`config.mk`:
```
export PLATFORM = sky130hd
export DESIGN_NAME = dmem_port_arbiter
export DESIGN_NICKNAME = d
export VERILOG_FILES = /design/src/rtl/dmem_port_arbiter.sv
export SDC_FILE = /design/constraint.sdc
export NUM_CORES = 1
export LEC_CHECK = 0
export ABC_AREA = 1
export BUFFER_PORTS_ARGS = -buffer_cell sky130_fd_sc_hd__buf_2
export CAP_MARGIN = 20
export CORE_ASPECT_RATIO = 0.7
export CORE_MARGIN = 2
export CORE_UTILIZATION = 29
export DETAILED_ROUTE_END_ITERATION = 8
export PLACE_DENSITY_LB_ADDON = 0.05
export SYNTH_ARGS = -nofsm -noshare
export SYNTH_HDL_FRONTEND = slang
export SYNTH_SLANG_ARGS = --single-unit
```
`constraint.sdc`:
```
create_clock -name clk_i -period 2.4 [get_ports clk_i]
set_input_delay 0.48 -clock clk_i [delete_from_list [all_inputs] [get_ports clk_i]]
set_output_delay 0.48 -clock clk_i [all_outputs]
set_load 0.05 [all_outputs]
```
`src/rtl/dmem_port_arbiter.sv`:
```
// Arbitrates one single-port synchronous data memory between execute-stage loads and
// store-buffer drain writes; loads win unless a store is starved or the buffer is draining.
module dmem_port_arbiter #(
  parameter int unsigned width_p        = 16,
  parameter int unsigned addr_width_p   = 16,
  parameter int unsigned sb_entries_p   = 8,
  parameter int unsigned starve_limit_p = 4
) (
  input  logic                                 clk_i,
  input  logic                                 reset_i,
  input  logic                                 ld_v_i,
  input  logic [addr_width_p-1:0]              ld_addr_i,
  output logic                                 ld_ready_o,
  output logic                                 ld_data_v_o,
  output logic [width_p-1:0]                   ld_data_o,
  input  logic                                 st_v_i,
  input  logic [addr_width_p-1:0]              st_addr_i,
  input  logic [width_p-1:0]                   st_data_i,
  output logic                                 st_ready_o,
  input  logic [$clog2(sb_entries_p+1)-1:0]    sb_count_i,
  input  logic                                 flush_i,
  output logic                                 mem_v_o,
  output logic                                 mem_w_o,
  output logic [addr_width_p-1:0]              mem_addr_o,
  output logic [width_p-1:0]                   mem_data_o,
  input  logic [width_p-1:0]                   mem_data_i
);

  localparam int unsigned CntW = $clog2(sb_entries_p + 1);
  localparam logic [CntW-1:0] SbFull = CntW'(sb_entries_p);
  localparam logic [CntW-1:0] SbHalf = CntW'(sb_entries_p / 2);
  localparam logic [3:0] StarveLim = 4'(starve_limit_p);

  typedef enum logic [0:0] {StNormal, StDrain} state_e;

  state_e     state_q, state_d;
  logic [3:0] starve_cnt_q, starve_cnt_d;
  logic       resp_pend_q, resp_pend_d;

  logic force_st;
  logic ld_ok;
  logic ld_gnt;
  logic st_gnt;

  // Grants are masked during reset so every output reads zero regardless of
  // the (possibly uninitialised) state registers.
  always_comb begin
    force_st = st_v_i & ((state_q == StDrain) | (starve_cnt_q == StarveLim));
    ld_ok    = ld_v_i & ~flush_i & ~force_st;
    ld_gnt   = ~reset_i & ld_ok;
    st_gnt   = ~reset_i & st_v_i & ~ld_ok;
  end

  always_comb begin
    ld_ready_o  = ld_gnt;
    st_ready_o  = st_gnt;
    mem_v_o     = ld_gnt | st_gnt;
    mem_w_o     = st_gnt;
    mem_addr_o  = '0;
    if (!reset_i) begin
      mem_addr_o = st_gnt ? st_addr_i : ld_addr_i;
    end
    mem_data_o  = st_gnt ? st_data_i : '0;
    ld_data_v_o = ~reset_i & resp_pend_q & ~flush_i;
    ld_data_o   = reset_i ? '0 : mem_data_i;
  end

  always_comb begin
    state_d = state_q;
    case (state_q)
      StNormal: if (sb_count_i == SbFull) state_d = StDrain;
      StDrain:  if (sb_count_i <= SbHalf) state_d = StNormal;
      default:  state_d = StNormal;
    endcase
  end

  // Counts consecutive cycles a valid store head lost to a load.
  always_comb begin
    starve_cnt_d = starve_cnt_q;
    if (!st_v_i || st_gnt) begin
      starve_cnt_d = '0;
    end else if (ld_gnt && (starve_cnt_q != StarveLim)) begin
      starve_cnt_d = starve_cnt_q + 4'd1;
    end
  end

  assign resp_pend_d = ld_gnt;

  always_ff @(posedge clk_i) begin
    if (reset_i) begin
      state_q      <= StNormal;
      starve_cnt_q <= '0;
      resp_pend_q  <= 1'b0;
    end else begin
      state_q      <= state_d;
      starve_cnt_q <= starve_cnt_d;
      resp_pend_q  <= resp_pend_d;
    end
  end

endmodule

```
**Word level (Yosys, flattened, before mapping)**

Index checks and enable logic that the tools add are counted.

- Output and inout port bits: 53
- Logic and storage cells: 34
- Input bits: 73
- Bits in registers: 6

- Mux-type cells: 7
- $add $sub $neg: 1
- Eq/ne operators: 3
- Reduce and logical (&&, ||, !) cells: 4
- Bitwise gates (word level): 15
- Magnitude comparators: 1

Operators with widths:

| cell | number |
|---|---|
| two-way mux 16 bit | 4 |
| bitwise AND 1 bit | 8 |
| inverter 1 bit | 5 |
| adder 4 x 1 -> 4 bit (second input constant) | 1 |
| equality test 4 x 3 -> 1 bit (second input constant) | 1 |
| equality test 4 bit (second input constant) | 1 |
| <= comparator 4 x 3 -> 1 bit (second input constant) | 1 |
| inequality test 4 x 3 -> 1 bit (second input constant) | 1 |
| two-way mux 1 bit | 2 |
| bitwise OR 1 bit | 2 |
| case mux 1 bit (2 select lines) | 1 |
| OR reduction 2 bit | 1 |
| logical AND 1 bit | 1 |
| logical NOT 1 bit | 1 |
| logical OR 1 bit | 1 |

**Depth between registers and ports, before layout**

- Depth in word-level cells: 9
- Gate-level depth with buffers: 11
- Mapped depth without buffers: 10

**Least setup slack after synthesis**

Ideal clock, no wire load.

- Kind: register to output
- Start: reg starve_cnt_q[0]
- End: out mem_v_o
- Required time: 1.920 ns
- Buffers on the path: 0
- Arrival time: 2.008 ns
- Stages on the path, launching flop included: 8
- Slack: -0.088 ns
- Cells stage by stage: dfxtp_1 > inv_1 > ha_1 > nand3_2 > nand2_1 > nand2_2 > nand2_4 > o21ai_0

- Cells in the longest elaborated chain, start to end: 8
- Elaborated cells between the ends (all ways): 9
- Classes of those cells: eq/ne: 1; bitwise: 8

Ends and longest elaborated chain:

| item | RTL line | text |
|---|---|---|
| start: declaration | 37 | `logic [3:0] starve_cnt_q, starve_cnt_d;` |
| start signal: assignment | 96 | `starve_cnt_q <= starve_cnt_d;` |
| equality test 4 x 3 -> 1 bit * | 48 | `force_st = st_v_i & ((state_q == StDrain) \| (starve_cnt_q == StarveLim));` |
| bitwise OR 1 bit * | 48 |  |
| bitwise AND 1 bit * | 48 |  |
| inverter 1 bit * | 49 | `ld_ok = ld_v_i & ~flush_i & ~force_st;` |
| bitwise AND 1 bit * | 49 |  |
| inverter 1 bit | 51 | `st_gnt = ~reset_i & st_v_i & ~ld_ok;` |
| bitwise AND 1 bit | 51 |  |
| bitwise OR 1 bit * | 57 | `mem_v_o = ld_gnt \| st_gnt;` |
| end: declaration | 22 | `output logic mem_v_o,` |

Every way passes the cells marked *; elsewhere a longest branch is shown, timed or not.

**Worst setup path after layout**

- Start: reg starve_cnt_q[1]
- End: out mem_addr_o[13]

- Cells in the longest elaborated chain, start to end: 9

Ends and longest elaborated chain:

| item | RTL line | text |
|---|---|---|
| equality test 4 x 3 -> 1 bit | 48 |  |
| bitwise OR 1 bit | 48 |  |
| bitwise AND 1 bit | 48 |  |
| inverter 1 bit | 49 |  |
| bitwise AND 1 bit | 49 |  |
| inverter 1 bit | 51 |  |
| bitwise AND 1 bit | 51 |  |
| two-way mux 16 bit | 61 | `mem_addr_o = st_gnt ? st_addr_i : ld_addr_i;` |
| two-way mux 16 bit | 60 | `if (!reset_i) begin` |
| end: declaration | 24 | `output logic [addr_width_p-1:0] mem_addr_o,` |

No other way between the ends.

==> results.yml <==
status:
  status: "finished, final reports clean"
worst_setup_path:
  reg2reg_setup_slack_ns: 1.02
  worstPathCellList: "inv_1, ha_4, nand3_4, nand2_2, nand2_2, nand2_4, nand3_4, clkbuf_16, nand3_1, nand2_1, buf_4"
  cp.required_ns: 1.92
  r2r.worst_path.cells: 9
  critPathMaxFanout: 8
  r2r_start: "starve_cnt_q[1]"
  cp.arrival_ns: 1.82
  cp-end-kind: "primary output"
  cp-start-kind: "flip-flop"
  rr_endpoint: "starve_cnt_q[1]"
  critPathTopFamily: "simple AND/OR/NAND/NOR gates"
  critPathMaxStageDelay_ns: 0.31
  crit_type: "reg2out"
  cp_slowest_cell: "dfxtp_1"
  crit_buf_inv: 3
global_routing:
  track_usage: 0.1796
  overflow: 0
  antenna_found_initial: 0
  grt_max_degree: 33
  grt_pass1_vias: 1126
  grt_first_pass_wirelength_um: 4726
drt:
  dr.pass1.iters: 4
  routed_wl_um: 3329
  routedWlPerCell_um: 10.06
  vias: 1393
  drt_iter0_markers: 44
  vias_per_cell: 4.208
  drc_errors: 0
  antenna_left: 0
timing:
  drv_slew: 0
  clock_skew_ns: 0.004503
  setup_slack_ns: 0.09956
  tightest_slew_ns: 0.2540
  fin_crit_sh: 0.9585
  slew_headroom: 0.8301
  max_clock_freq_ghz: 0.4347
  fin_crit_ns: 2.300
  hold_violations: 0
  setup_violations: 0
synthesis:
  syn-num-nets: 245
  synth_area_leaders: "inv_1 (19%), nor2_1 (19%), nand2_1 (17%)"
  synth_commonest_cells: "inv_1 (42), nor2_1 (42), nand2_1 (38), nand3_1 (17), dfxtp_1 (6)"
  ys.flop_type: "dfxtp_1"
  syn_area_um2: 838.3
  synth_edf_count: 0
  synth-async-reset-ratio: 0
  synth_seq_area_share: 0.1433
  ys_ff_latch: 6
  synth_cell_types: 19
  synth_area_per_cell_um2: 4.931
  yosysWarnings: 0
  yosysTopAreaCellShare: 0.1881
  netlist_instances: 170
  yosys.area.top_type: "inv_1"
final_layout:
  layout-drive-gt1-share: 0.5153
  seqCellArea_um2: 121.4
  n_antenna_cell: 0
  multiInputGateArea_um2: 553.0
  utilization: 0.6398
  instances_no_fill: 331
  fillers: 282
  area_delta_synth_final_pct: 112.4
  final_area_um2: 1780
  nets: 372
clock_tree:
  cts.sinks: 6
  clkTransAtPathRegs_ns: 0.04
  clk_latency_ns: 0.23
  clk_path_buf_depth: 2
  post-cts-setup-buffers: 0
  cts_max_level: 1
  cts_tree: "yes"
  cts-root-buf: "clkbuf_8"
  cts_buffers: 3
place:
  hpwlAfterDp_um: 2458
  port_buffers: 125
  dp_cells: 325
  placed_area_um2: 1494
  placement.setup.worst_slack_ns: 0.2504
  place.gp.congestion: 0.8429
floorplanning:
  die_y_um: 48.99
  die-width_um: 68.26
  start_util: 0.3013
  fp.coreArea_um2: 2783
  num_io_pins: 126
  dieArea_um2: 3344
  num_rows: 16
worst_hold_path:
  hold_path.startpoint: "sb_count_i[3]"
  holdPathStages: 3
  worstHoldEndpoint: "state_q"
  holdCritPathClass: "in2reg"
power:
  swShare: 0.4788
  power_density_nw_per_um2: 376.5
  p_comb_frac: 0.617
  internal-power_mw: 0.3494
  ir_worst_vdd_mv: 0.1836
  power_leakage_nw: 1.154
  power_frac_seq: 0.154
  p_switching_mw: 0.3209
  clkPwrFrac: 0.229
run:
  maxCapViolCount: 0
-- routing by layer --
layer  vias up  wire length [µm]  GRT usage
li1        744                 -          -
met1       571              1321     0.2059
met2        72              1648     0.3107
met3         6               315    0.05312
met4         0                44    0.06333
met5         -                 0          0
-- how the worst max path moves through the flow --
| stage | start | depth (start not counted) | endpoint |
|---|---|---|---|
| finish | starve_cnt_q[1] | 11 | mem_addr_o[13] |
| global route | starve_cnt_q[0] | 11 | mem_addr_o[13] |
| CTS | starve_cnt_q[0] | 11 | mem_addr_o[2] |
| detailed placement | starve_cnt_q[0] | 11 | mem_addr_o[2] |
| global placement | starve_cnt_q[0] | 11 | mem_addr_o[7] |
| floorplan | starve_cnt_q[0] | 9 | mem_data_o[10] |
-- cells by family after synthesis --
family | share of synthesized area
compound gates | 0.04477
fa+ha+maj | 0.02985
buf+inv | 0.2537
flops | 0.1433
simple gates | 0.5284
-- worst min-delay path, cell delays in order --
cell,delay [ns]
buf_2,0.08
a21oi_1,0.03
nor2_1,0.08
-- state kept, by name, indices dropped and copies added (netlist names) --
register      count
state_q           1
resp_pend_q       1
starve_cnt_q      4
-- layout make-up --
class,instances,area share
Timing Repair Buffer,131,0.4779
Multi-Input combinational cell,112,0.3106
Inverter,43,0.09487
Sequential cell,6,0.06817
Tap cell,36,0.02530
Clock buffer,3,0.02319
-- through the flow --
step	power, mW	hold slack [ns]	setup TNS [ns]
6_report	0.6703	0.4868	0
5_1_grt	0.7133	0.4914	-0.05563
4_1_cts	0.6257	0.4913	0
3_5_place_dp	0.4711	0.5053	0
3_3_place_gp	0.4713	0.5055	0
2_1_floorplan	0.3586	0.4741	0
-- timing repair --
item	4_1_cts	5_1_grt
hold buffers	0	0
resized for setup	0	93
endpoints found under the setup margin	0	34
hold endpoints to repair	0	0
-- power by group through the flow --
| stage | combinational, mW | sequential, mW | clock, mW |
|---|---|---|---|
| 2_1_floorplan | 0.254 | 0.104 | 0 |
| 3_3_place_gp | 0.367 | 0.104 | 0 |
| 3_5_place_dp | 0.367 | 0.105 | 0 |
| 4_1_cts | 0.368 | 0.103 | 0.155 |
| 5_1_grt | 0.442 | 0.103 | 0.168 |
| 6_report | 0.414 | 0.103 | 0.153 |
-- layout by cell type, fill, tap and decap left out --
| cell | n |
|---|---|
| buf_2 | 93 |
| nand2_1 | 37 |
| o21ai_0 | 2 |
| o21ai_1 | 1 |
| o211ai_1 | 1 |
| nor2_1 | 32 |
| nor2_2 | 10 |
| clkbuf_4 | 2 |
| clkbuf_16 | 2 |
| ha_1 | 1 |
| ha_4 | 1 |
| a21oi_1 | 3 |
| dfxtp_2 | 1 |
| inv_1 | 42 |
| nand3_4 | 2 |
| buf_4 | 19 |
| nand2_4 | 1 |
| buf_12 | 1 |
| buf_6 | 14 |
| nand4_1 | 2 |
| nand3_1 | 17 |
| clkbuf_8 | 3 |
| inv_8 | 1 |
| dfxtp_1 | 5 |
| nand2_2 | 2 |
Note: power is estimated with default switching activity, not from simulation.
